<file path="src/rtl/bw_io_ddr_clk_seq.sv">
// bw_io_ddr_clk_seq: DRAM clock-pad group controller.
//
// Turns NCLK pad clock gates on and off one pad at a time, leaving a programmable
// gap between gate events so that supply current changes gradually. A gate only
// changes state while that pad's raw clock is low, so a pad never sees a runt pulse.
// The block also holds an NCLK-bit boundary-scan data register with capture, shift
// and update stages. In scan mode the update stage drives the pads.
//
// Optional feature: define DDR_CLK_DIFF_EN to add the complementary output pad_data_n.
//
// Ports:
//   rclk               rclk domain clock
//   rst_l              asynchronous active-low reset
//   dram_io_clk_enable 1 = ramp clocks up, 0 = ramp clocks down
//   stagger_cyc        cycles between gate events (0 behaves as 1)
//   clk_value          per-pad raw clock level from the generator
//   mode_ctrl          1 = boundary-scan update register drives the pads
//   hiz_n              output enable used in scan mode
//   clock_dr           DR clock enable, sampled on rclk
//   shift_dr           with clock_dr: 1 = shift, 0 = capture
//   update_dr          load the update register from the shift register
//   bsi / bso          scan in (enters bit 0) / scan out (bit NCLK-1)
//   pad_data           registered data to the pad drivers
//   pad_data_n         registered complement (DDR_CLK_DIFF_EN only)
//   pad_oe             registered pad output enables
//   clk_gate           current gate state per pad
//   seq_busy           sequencer is ramping up or down
//   seq_done           sequencer has all gates set

module bw_io_ddr_clk_seq #(
  parameter int unsigned NCLK      = 4,
  parameter int unsigned STAGGER_W = 4
) (
  input  logic                 rclk,
  input  logic                 rst_l,
  input  logic                 dram_io_clk_enable,
  input  logic [STAGGER_W-1:0] stagger_cyc,
  input  logic [NCLK-1:0]      clk_value,
  input  logic                 mode_ctrl,
  input  logic                 hiz_n,
  input  logic                 clock_dr,
  input  logic                 shift_dr,
  input  logic                 update_dr,
  input  logic                 bsi,
  output logic                 bso,
  output logic [NCLK-1:0]      pad_data,
`ifdef DDR_CLK_DIFF_EN
  output logic [NCLK-1:0]      pad_data_n,
`endif
  output logic [NCLK-1:0]      pad_oe,
  output logic [NCLK-1:0]      clk_gate,
  output logic                 seq_busy,
  output logic                 seq_done
);

  localparam int unsigned IdxW = (NCLK > 1) ? $clog2(NCLK) : 1;
  localparam logic [IdxW-1:0] LastIdx = IdxW'(NCLK - 1);

  typedef enum logic [1:0] {
    StIdle     = 2'd0,
    StRampUp   = 2'd1,
    StOn       = 2'd2,
    StRampDown = 2'd3
  } state_e;

  state_e               state_q, state_d;
  logic [IdxW-1:0]      idx_q, idx_d;
  logic [STAGGER_W-1:0] cnt_q, cnt_d;
  logic [NCLK-1:0]      gate_q, gate_d;
  logic [STAGGER_W-1:0] reload;

  logic [NCLK-1:0]      sr_q, sr_d;
  logic [NCLK-1:0]      ur_q, ur_d;
  logic [NCLK:0]        sr_shifted;
  logic [NCLK-1:0]      pad_data_q, pad_data_d;
  logic [NCLK-1:0]      pad_oe_q, pad_oe_d;
  logic                 busy_q, busy_d;
  logic                 done_q, done_d;

  // Gap after a gate event; stagger_cyc is read only here, so a change applies
  // from the next gate event on.
  assign reload = (stagger_cyc == '0) ? '0 : stagger_cyc - 1'b1;

  // Gate sequencer. In RAMP_UP gates 0..idx-1 are set; in RAMP_DOWN gates 0..idx
  // are set. A reversal picks up from the matching neighbour and keeps cnt, so no
  // gate is ever toggled twice.
  always_comb begin
    state_d = state_q;
    idx_d   = idx_q;
    cnt_d   = cnt_q;
    gate_d  = gate_q;
    unique case (state_q)
      StIdle: begin
        if (dram_io_clk_enable) begin
          state_d = StRampUp;
          idx_d   = '0;
          cnt_d   = '0;
        end
      end
      StRampUp: begin
        if (!dram_io_clk_enable) begin
          if (idx_q == '0) begin
            state_d = StIdle;
          end else begin
            state_d = StRampDown;
            idx_d   = idx_q - 1'b1;
          end
        end else if (cnt_q != '0) begin
          cnt_d = cnt_q - 1'b1;
        end else if (!clk_value[idx_q]) begin
          gate_d[idx_q] = 1'b1;
          cnt_d         = reload;
          if (idx_q == LastIdx) begin
            state_d = StOn;
          end else begin
            idx_d = idx_q + 1'b1;
          end
        end
      end
      StOn: begin
        if (!dram_io_clk_enable) begin
          state_d = StRampDown;
          idx_d   = LastIdx;
          cnt_d   = '0;
        end
      end
      StRampDown: begin
        if (dram_io_clk_enable) begin
          if (idx_q == LastIdx) begin
            state_d = StOn;
          end else begin
            state_d = StRampUp;
            idx_d   = idx_q + 1'b1;
          end
        end else if (cnt_q != '0) begin
          cnt_d = cnt_q - 1'b1;
        end else if (!clk_value[idx_q]) begin
          gate_d[idx_q] = 1'b0;
          cnt_d         = reload;
          if (idx_q == '0) begin
            state_d = StIdle;
          end else begin
            idx_d = idx_q - 1'b1;
          end
        end
      end
      default: begin
        state_d = StIdle;
      end
    endcase
  end

  // Status flags decode the next state so they line up with the gate outputs.
  always_comb begin
    busy_d = (state_d == StRampUp) || (state_d == StRampDown);
    done_d = (state_d == StOn);
  end

  // Boundary-scan register and pad output muxing.
  always_comb begin
    sr_shifted = {sr_q, bsi};
    sr_d       = sr_q;
    if (clock_dr) begin
      sr_d = shift_dr ? sr_shifted[NCLK-1:0] : pad_data_q;
    end
    // Update samples the pre-edge shift register even when clock_dr is also high.
    ur_d = update_dr ? sr_q : ur_q;

    if (mode_ctrl) begin
      pad_data_d = ur_q;
      pad_oe_d   = {NCLK{hiz_n}};
    end else begin
      pad_data_d = clk_value & gate_q;
      pad_oe_d   = '1;
    end
  end

  always_ff @(posedge rclk or negedge rst_l) begin
    if (!rst_l) begin
      state_q    <= StIdle;
      idx_q      <= '0;
      cnt_q      <= '0;
      gate_q     <= '0;
      sr_q       <= '0;
      ur_q       <= '0;
      pad_data_q <= '0;
      pad_oe_q   <= '0;
      busy_q     <= 1'b0;
      done_q     <= 1'b0;
    end else begin
      state_q    <= state_d;
      idx_q      <= idx_d;
      cnt_q      <= cnt_d;
      gate_q     <= gate_d;
      sr_q       <= sr_d;
      ur_q       <= ur_d;
      pad_data_q <= pad_data_d;
      pad_oe_q   <= pad_oe_d;
      busy_q     <= busy_d;
      done_q     <= done_d;
    end
  end

`ifdef DDR_CLK_DIFF_EN
  logic [NCLK-1:0] pad_data_n_q, pad_data_n_d;

  // Complement follows a live channel; a gated-off functional channel parks low.
  always_comb begin
    pad_data_n_d = ({NCLK{mode_ctrl}} | gate_q) & ~pad_data_d;
  end

  always_ff @(posedge rclk or negedge rst_l) begin
    if (!rst_l) begin
      pad_data_n_q <= '0;
    end else begin
      pad_data_n_q <= pad_data_n_d;
    end
  end

  assign pad_data_n = pad_data_n_q;
`endif

  assign bso      = sr_q[NCLK-1];
  assign pad_data = pad_data_q;
  assign pad_oe   = pad_oe_q;
  assign clk_gate = gate_q;
  assign seq_busy = busy_q;
  assign seq_done = done_q;

endmodule

</file>
<file path="config.mk">
export PLATFORM = sky130hd
export DESIGN_NAME = bw_io_ddr_clk_seq
export DESIGN_NICKNAME = d
export VERILOG_FILES = /design/src/rtl/bw_io_ddr_clk_seq.sv
export SDC_FILE = /design/constraint.sdc
export NUM_CORES = 1
export LEC_CHECK = 0
export CAP_MARGIN = 20
export CORE_MARGIN = 4
export CORE_UTILIZATION = 35
export CTS_BUF_LIST = sky130_fd_sc_hd__clkbuf_8
export CTS_CLUSTER_DIAMETER = 40
export DETAILED_ROUTE_END_ITERATION = 6
export SETUP_SLACK_MARGIN = 0.15
export SKIP_CTS_REPAIR_TIMING = 1
export SYNTH_ARGS = -nofsm -noshare
export SYNTH_HDL_FRONTEND = slang
export SYNTH_SLANG_ARGS = --single-unit
</file>
<file path="constraint.sdc">
create_clock -name rclk -period 6.35 [get_ports rclk]
set_input_delay 0.9525 -clock rclk [delete_from_list [all_inputs] [get_ports rclk]]
set_output_delay 0.9525 -clock rclk [all_outputs]
set_load 0.05 [all_outputs]
</file>
==> reports/qor.txt, run 1 <==
status: finished, final reports clean
Max Slew Vio Count: 0
TritonCTS buffer count: 3
CTS sink cnt: 26
clock latency on the worst-skew pair: 0.27 ns
Max stage delay cell, worst path: clkdlybuf4s50_1
Die Y: 73.6 microns
via density per instance: 5.52
crit path DAT: 1.86 ns
Peak VDD IR: 0.139 mV
LEAKAGE: 0.769 nW
Placed Instance Area: 0.00181 sq mm
fin crit period: 2.82 ns
row cnt: 23
WL final: 3.37 mm
Pwr Density: 417 mW/mm^2
fin area: 0.00187 sq mm
CP startpoint: seq_busy$_DFF_PN0_
Syn. warnings: 0
setup_tns: 0 ns
Core Util, Final: 0.457
routed len/inst: 14.6 microns
leading cell type in the layout, fill and taps excluded: clkdlybuf4s50_1
Largest delay share family, worst path: buffers and inverters
Worst setup SP type: flip-flop
crit-path cells: clkdlybuf4s50_1
share of layout cells above drive strength 1: 0.105
Tot GR Track Use: 0.131
# diodes: 0
Slew HR: 0.530
count of final setup violators: 0
HP Class: flip-flop to flip-flop
cell taking the most area after synthesis: dfrtp_1
Clock Tree Buf Depth: 2
H-tree Lvls: 1
DP Worst Slack: 3.28 ns
Core Region: 0.00409 sq mm
first-pass GRT wire length: 5.60 mm
final hold violations: 0
fin nets: 203
DR iter-0 viols: 67
Synth Net Count: 179
final worst-path cycle share: 0.443
Antenna Nets Post-Route: 0
global route overflow: 0
CTS root buffer: clkbuf_8
RSZ-0062 raised after global routing: no
Yosys top cell area share: 0.433
skew final: 0.00122 ns
Max FO, Critical Path: 18
Horiz. Die Dim: 73.6 microns
Cells after Synth: 158
initial core utilization: 0.368
CTS clock-pin slew for the worst setup and hold paths: 0.09 ns
synthesized flop and latch total: 26
reg-to-reg critical path startpoint: cnt_q[0]$_DFFE_PN0P_
initial antenna violation count: 0
endpoint class of the critical path: output pin
post-synthesis to final-layout area growth: 24.2%
gpl congestion: 0.768
max incr delay on CP: 0.91 ns
vias: 1,274
area of the die: 0.00541 sq mm
post-synthesis sequential area ratio: 0.433
Max Cap Viol: 0
most frequent cells in the layout: clkdlybuf4s50_1 (31), dfrtp_1 (26), nand2_1 (16)
Setup CP Type: flip-flop to output pin
Synth Area per Inst: 9.52 sq um
synth top area cells: dfrtp_1 (43%), mux2_2 (6.7%), a21oi_1 (4.7%), nand2_1 (4.0%), ha_1 (3.3%)
TritonCTS clock tree: done
Worst-Margin Slew: 0.704 ns
Fmax: 355 MHz
# IOs: 32
Final HPWL DP: 2.55 mm
final worst setup slack: 3.53 ns
vias in the first global route: 1,200
drt drc: 0
Unique masters post-synth: 42
Data required, critical path: 5.40 ns
Critical path buffers and inverters: 1
drt pass-1 iters: 4
Synth Cell Area: 0.00150 sq mm
largest net degree at the start of global routing: 27
Port Buffer Count: 31
hold_sp: ur_q[3]$_DFFE_PN0P_
[cells in the mapped netlist]
| master | number |
|---|---|
| a31o_2 | 1 |
| o211ai_1 | 2 |
| nor2b_1 | 2 |
| and3_1 | 2 |
| nor3_1 | 5 |
| a21oi_1 | 14 |
| o22ai_1 | 1 |
| or3_4 | 1 |
| a21o_1 | 1 |
| o32a_1 | 1 |
| mux4_2 | 1 |
| clkbuf_8 | 1 |
| nor2_1 | 12 |
| xnor2_1 | 1 |
| buf_4 | 3 |
| or3_1 | 1 |
| buf_1 | 1 |
| a31oi_1 | 1 |
| nor4_1 | 1 |
| nand2_1 | 16 |
| mux2i_1 | 4 |
| maj3_1 | 2 |
| o31a_1 | 1 |
| mux2_2 | 9 |
| nand4_1 | 1 |
| dfrtp_1 | 26 |
| buf_2 | 1 |
| inv_1 | 8 |
| o31ai_1 | 2 |
| o21ai_0 | 9 |
| nand2b_1 | 3 |
| clkbuf_1 | 7 |
| nor3b_2 | 1 |
| a211oi_1 | 1 |
| a22o_1 | 3 |
| o32ai_1 | 2 |
| nor3b_1 | 2 |
| or3b_2 | 1 |
| ha_1 | 4 |
| o22a_1 | 1 |
| or2b_1 | 1 |
| o41ai_1 | 1 |
[power breakdown]
group	switching (mW)	internal, mW
clock network	0.0520	0.0554
logic	0.214	0.165
registers	0.0757	0.216
[logic make-up after synthesis]
family                     count (synthesis)  share of synthesized area
and+or+nand+nor                           49                      0.165
xor gates and xnor gates                   1                    0.00582
adders and majority gates                  6                     0.0466
AOI/OAI and AO/OA                         41                      0.174
muxes                                     14                      0.109
DFF                                       26                      0.433
buffers and inverters                     21                     0.0674
[per-stage QoR]
stage,cells,power [mW],hold slack (ns)
after floorplan,158,0.573,0.446
after global placement,227,0.662,0.463
after detailed placement,227,0.674,0.470
after CTS,231,0.783,0.491
after global routing,231,0.835,0.522
final,231,0.778,0.487
[path summary, 6_finish.rpt]
kind | cells past startpoint | slack [ns] | endpoint
max | 1 | 3.53 | seq_busy
min | 2 | 0.49 | pad_data[3]$_DFF_PN0_
max reg2reg | 7 | 3.87 | flip-flop
min reg2reg | 2 | 0.49 | pad_data[3]$_DFF_PN0_
max in group asynchronous | 2 | 5.05 | pad_data[3]$_DFF_PN0_
min in group asynchronous | 2 | 1.05 | pad_data[1]$_DFF_PN0_
[worst register-to-register path: cells and delay by family (launching register included)]
family / cells / cell delay [ns]
DFF: 1 / 0.45
and+or+nand+nor: 4 / 1.26
buffers and inverters: 1 / 0.13
adders and majority gates: 1 / 0.19
muxes: 1 / 0.36
[layout make-up]
| type | instances | area (sq um) |
|---|---|---|
| Tap cell | 50 | 62.6 |
| Inverter | 8 | 30.0 |
| Timing Repair Buffer | 32 | 318 |
| Multi-Input combinational cell | 111 | 752 |
| Sequential cell | 26 | 651 |
| Fill cell | 407 | 2220 |
| Clock buffer | 4 | 55.1 |
[layer usage]
layer	global-route usage	part of all wire	vias up	routed length, microns
met1	0.175	0.46	630	1540
li1	-	-	604	-
met5	0	0	-	0
met2	0.211	0.48	36	1610
met3	0.0164	0.049	4	164
met4	0.0604	0.015	0	51
(Power assumes the default switching activity.)
==> run 2: changes to the inputs <==
Clock period 6.35 ns to 2.8 ns, I/O delays scaled along.
==> reports/qor.txt, run 2 (same netlist as run 1, synthesis figures left out) <==
status: finished, final reports clean
via density per instance: 5.32 (-3.6%)
fin nets: 206 (+1.5%)
skew final: 0.00622 ns (+0.00500 ns)
final worst setup slack: 0.465 ns (-3.07 ns)
CTS root buffer: clkbuf_8
Worst R2R Setup Slack: 0.46 ns (-3.41 ns)
HP Class: flip-flop to flip-flop
Final HPWL DP: 2.53 mm (-0.86%)
Fmax: 428 MHz
Core Region: 0.00409 sq mm (unchanged)
worst r2r path cells: 4 (-3)
CP startpoint: idx_q[0]$_DFFE_PN0P_
Max FO, Critical Path: 14 (-4)
largest net degree at the start of global routing: 27 (unchanged)
Clock Tree Buf Depth: 2 (unchanged)
area of the die: 0.00541 sq mm (unchanged)
global route overflow: 0 (unchanged)
Fin Hold WS: 0.482 ns (-0.00541 ns)
most frequent cells in the layout: clkdlybuf4s50_1 (31), dfrtp_1 (26), nand2_1 (16)
Max Slew Vio Count: 0 (unchanged)
H-tree Lvls: 1 (unchanged)
CTS sink cnt: 26 (unchanged)
TritonCTS clock tree: done
reg-to-reg critical path startpoint: idx_q[0]$_DFFE_PN0P_
fin crit period: 2.34 ns
Max Cap Viol: 0 (unchanged)
initial antenna violation count: 0 (unchanged)
Worst setup SP type: flip-flop
first-pass GRT wire length: 5.45 mm (-2.7%)
Data required, critical path: 2.95 ns (-2.45 ns)
Antenna Nets Post-Route: 0 (unchanged)
vias in the first global route: 1,222 (+1.8%)
post-synthesis to final-layout area growth: 24.8%
CTS clock-pin slew for the worst setup and hold paths: 0.09 ns (about the same)
setup_tns: 0 ns (unchanged)
WL final: 3.29 mm (-2.3%)
Port Buffer Count: 31 (unchanged)
Layout fillers: 383 (-5.9%)
TritonCTS buffer count: 3 (unchanged)
endpoint class of the critical path: flip-flop
hold path depth: 2 (unchanged)
# IOs: 32 (unchanged)
Peak VDD IR: 0.350 mV (+150%)
drt drc: 0 (unchanged)
Setup CP Type: flip-flop to flip-flop
leading cell type in the layout, fill and taps excluded: clkdlybuf4s50_1
Horiz. Die Dim: 73.6 microns (unchanged)
LEAKAGE: 0.777 nW (+0.97%)
Worst-Margin Slew: 0.504 ns (-0.200 ns)
Die Y: 73.6 microns (unchanged)
crit path DAT: 2.48 ns (+0.62 ns)
count of final setup violators: 0 (unchanged)
final hold violations: 0 (unchanged)
clock latency on the worst-skew pair: 0.26 ns (about the same)
Slew HR: 0.663 (+0.133)
row cnt: 23 (unchanged)
Tot GR Track Use: 0.126 (-0.00512)
drt pass-1 iters: 4 (unchanged)
routed len/inst: 14.1 microns (-3.1%)
RSZ-0062 raised after global routing: no
Pwr Density: 932 mW/mm^2 (+120%)
DR iter-0 viols: 55 (-18%)
# diodes: 0 (unchanged)
share of layout cells above drive strength 1: 0.115 (+0.00978)
DP Worst Slack: 0.264 ns (-3.01 ns)
gpl congestion: 0.779 (+1.4%)
vias: 1,239 (-2.7%)
initial core utilization: 0.368 (unchanged)
final worst-path cycle share: 0.834
[run 2: final cells by class]
| type | count | area (sq um) | share of cell area |
|---|---|---|---|
| clock buffers | 3 | 41.3 | 0.0220 |
| inverters | 8 | 30.0 | 0.0160 |
| multi-input cells | 111 | 752 | 0.401 |
| flip-flops and latches | 26 | 651 | 0.347 |
| well taps | 50 | 62.6 | 0.0333 |
| repair buffers | 35 | 340 | 0.181 |
[run 2: how the worst min path moves through the flow]
stage	from	end	slack, ns
floorplan	rst_l	async pin	0.12
global placement	ur_q[3]$_DFFE_PN0P_	pad_data[3]$_DFF_PN0_	0.46
detailed placement	ur_q[2]$_DFFE_PN0P_	pad_data[2]$_DFF_PN0_	0.47
CTS	ur_q[2]$_DFFE_PN0P_	pad_data[2]$_DFF_PN0_	0.49
global route	ur_q[3]$_DFFE_PN0P_	pad_data[3]$_DFF_PN0_	0.53
finish	ur_q[2]$_DFFE_PN0P_	pad_data[2]$_DFF_PN0_	0.48
[run 2: metal layers]
metal	part of all wire	vias to the layer above	track usage
li1	-	614	-
met1	0.47	591	0.165
met2	0.48	32	0.221
met3	0.041	2	0.00821
met4	0.0091	0	0.0382
met5	0	-	0
[run 2: power breakdown]
part / total [mW] / switching [mW] / internal [mW]
logic: 0.913 / 0.521 / 0.392
clock network: 0.202 / 0.106 / 0.0960
registers: 0.634 / 0.143 / 0.491
[run 2: critical path, cell delays in order (launching register included)]
cell	delay, ns
dfrtp_1	0.63
mux4_2	0.64
or3_4	0.44
nor3b_2	0.17
mux2_2	0.34
[run 2: through the flow]
stage               power, mW   util  instance area [sq um]  instances
global placement         1.53  0.449                   1840        230
global route             1.87  0.459                   1880        233
finish                   1.75  0.459                   1880        233
detailed placement       1.55  0.449                   1840        230
CTS                      1.76  0.459                   1880        233
floorplan                1.30      -                   1500        158
==> run 3: changes to the inputs <==
Clock period 2.8 ns to 1.9 ns, I/O delays scaled along.
==> reports/qor.txt, run 3 (same netlist as run 1, synthesis figures left out) <==
Layout fillers: 355 (-7.3%)
final worst-path cycle share: 1.02 (+0.185)
CTS clock-pin slew for the worst setup and hold paths: 0.09 ns (about the same)
Tot GR Track Use: 0.140 (+0.0143)
status: finished with violations
vias in the first global route: 1,347 (+10%)
crit-path cells: mux4_2 > or3_4 > nor3b_4 > mux2_4
fin nets: 225 (+9.2%)
count of final setup violators: 1 (+1)
final worst setup slack: -0.0361 ns (-0.501 ns)
WL final: 3.69 mm (+12%)
TritonCTS buffer count: 3 (unchanged)
crit path DAT: 2.09 ns (-0.39 ns)
Worst setup SP type: flip-flop
Clock Tree Buf Depth: 2 (unchanged)
global route overflow: 0 (unchanged)
largest net degree at the start of global routing: 27 (unchanged)
first-pass GRT wire length: 6.07 mm (+11%)
skew final: 0.00123 ns (-0.00499 ns)
Peak VDD IR: 0.498 mV (+42%)
initial antenna violation count: 0 (unchanged)
DR iter-0 viols: 27 (-51%)
TritonCTS clock tree: done
Pwr Density: 1440 mW/mm^2 (+55%)
final hold violations: 0 (unchanged)
Core Util, Final: 0.539 (+0.0796)
routed len/inst: 14.6 microns (+3.3%)
Data required, critical path: 2.05 ns (-0.90 ns)
CTS root buffer: clkbuf_8
Port Buffer Count: 31 (unchanged)
Worst R2R Setup Slack: -0.04 ns (-0.50 ns)
hold path depth: 3 (+1)
LEAKAGE: 1.02 nW (+32%)
reg-to-reg critical path startpoint: idx_q[0]$_DFFE_PN0P_
Fin Hold WS: 0.332 ns (-0.149 ns)
Max Cap Viol: 0 (unchanged)
Hold EP: pad_data[0]$_DFF_PN0_
# diodes: 0 (unchanged)
drt drc: 0 (unchanged)
vias: 1,309 (+5.6%)
initial core utilization: 0.368 (unchanged)
failing checks: setup timing
CP startpoint: idx_q[0]$_DFFE_PN0P_
HP Class: input pin to flip-flop
Design Power: 3.18 mW (+82%)
DP Worst Slack: -0.372 ns (-0.636 ns)
Max stage delay cell, worst path: mux4_2
most frequent cells in the layout: dfrtp_1 (25), buf_4 (22), clkdlybuf4s50_1 (18)
post-synthesis to final-layout area growth: 46.4%
Horiz. Die Dim: 73.6 microns (unchanged)
worst r2r path cells: 4 (unchanged)
share of layout cells above drive strength 1: 0.300 (+0.186)
Fmax: 516 MHz (+21%)
Antenna Nets Post-Route: 0 (unchanged)
gpl congestion: 0.767 (-1.6%)
RSZ-0062 raised after global routing: yes
Die Y: 73.6 microns (unchanged)
endpoint class of the critical path: flip-flop
Core Region: 0.00409 sq mm (unchanged)
leading cell type in the layout, fill and taps excluded: dfrtp_1
# IOs: 32 (unchanged)
H-tree Lvls: 1 (unchanged)
Slew HR: 0.645 (-0.0178)
CTS sink cnt: 26 (unchanged)
Final HPWL DP: 2.78 mm (+10%)
row cnt: 23 (unchanged)
max incr delay on CP: 0.53 ns (-0.11 ns)
Setup CP Type: flip-flop to flip-flop
setup_tns: -0.0361 ns (-0.0361 ns)
Max Slew Vio Count: 0 (unchanged)
Max FO, Critical Path: 4 (-10)
area of the die: 0.00541 sq mm (unchanged)
clock latency on the worst-skew pair: 0.26 ns (about the same)
Worst-Margin Slew: 0.531 ns (+0.0274 ns)
fin crit period: 1.94 ns (-0.399 ns)
via density per instance: 5.17 (-2.7%)
hold_sp: clk_value[0]
drt pass-1 iters: 4 (unchanged)
-- run 3: cell count changes in the layout (fill, tap and decap cells not counted), moves of 3 or more --
cell	delta
nor3_1	-3
a21oi_2	+3
clkdlybuf4s50_1	-13
a21oi_1	-3
buf_4	+18
dlymetal6s2s_1	+12
nor3_2	+3
-- run 3: through the flow --
stage | instances | instance area [sq um]
after global routing | 253 | 2200
after detailed placement | 247 | 1990
after global placement | 247 | 1990
after floorplan | 158 | 1550
after CTS | 251 | 2070
final | 253 | 2200
-- run 3: final cells by class --
cell class / instances / area (sq um) / area share
multi-input combinational: 111 / 868 / 0.394
sequential: 26 / 652 / 0.296
timing repair buffer: 54 / 518 / 0.235
tap: 50 / 62.6 / 0.0284
clock buffer: 3 / 41.3 / 0.0188
clock inverter: 1 / 30.0 / 0.0136
inverter: 8 / 30.0 / 0.0136
-- run 3: per-layer routing --
layer	up-vias	track usage	share of wire
met4	0	0.0483	0.010
met5	-	0	0
met2	23	0.243	0.50
met1	632	0.184	0.46
met3	2	0.00958	0.030
li1	652	-	-
-- run 3: worst max-delay path by stage --
| stage | end | slack (ns) | cells after the start |
|---|---|---|---|
| finish | flip-flop | -0.04 | 4 |
| global route | flip-flop | -0.1 | 7 |
| CTS | flip-flop | -0.11 | 5 |
| detailed placement | flip-flop | -0.37 | 5 |
| floorplan | flip-flop | -0.06 | 4 |
| global placement | flip-flop | -0.32 | 5 |
-- run 3: worst max-delay path, delay by kind of cell (launching register included) --
family	cells	cell delay (ns)
simple gates	2	0.58
flops	1	0.40
mux	2	0.84
-- run 3: power breakdown --
group          internal, mW  switching (mW)
sequential            0.727           0.131
combinational         0.855            1.02
clock                 0.281           0.164
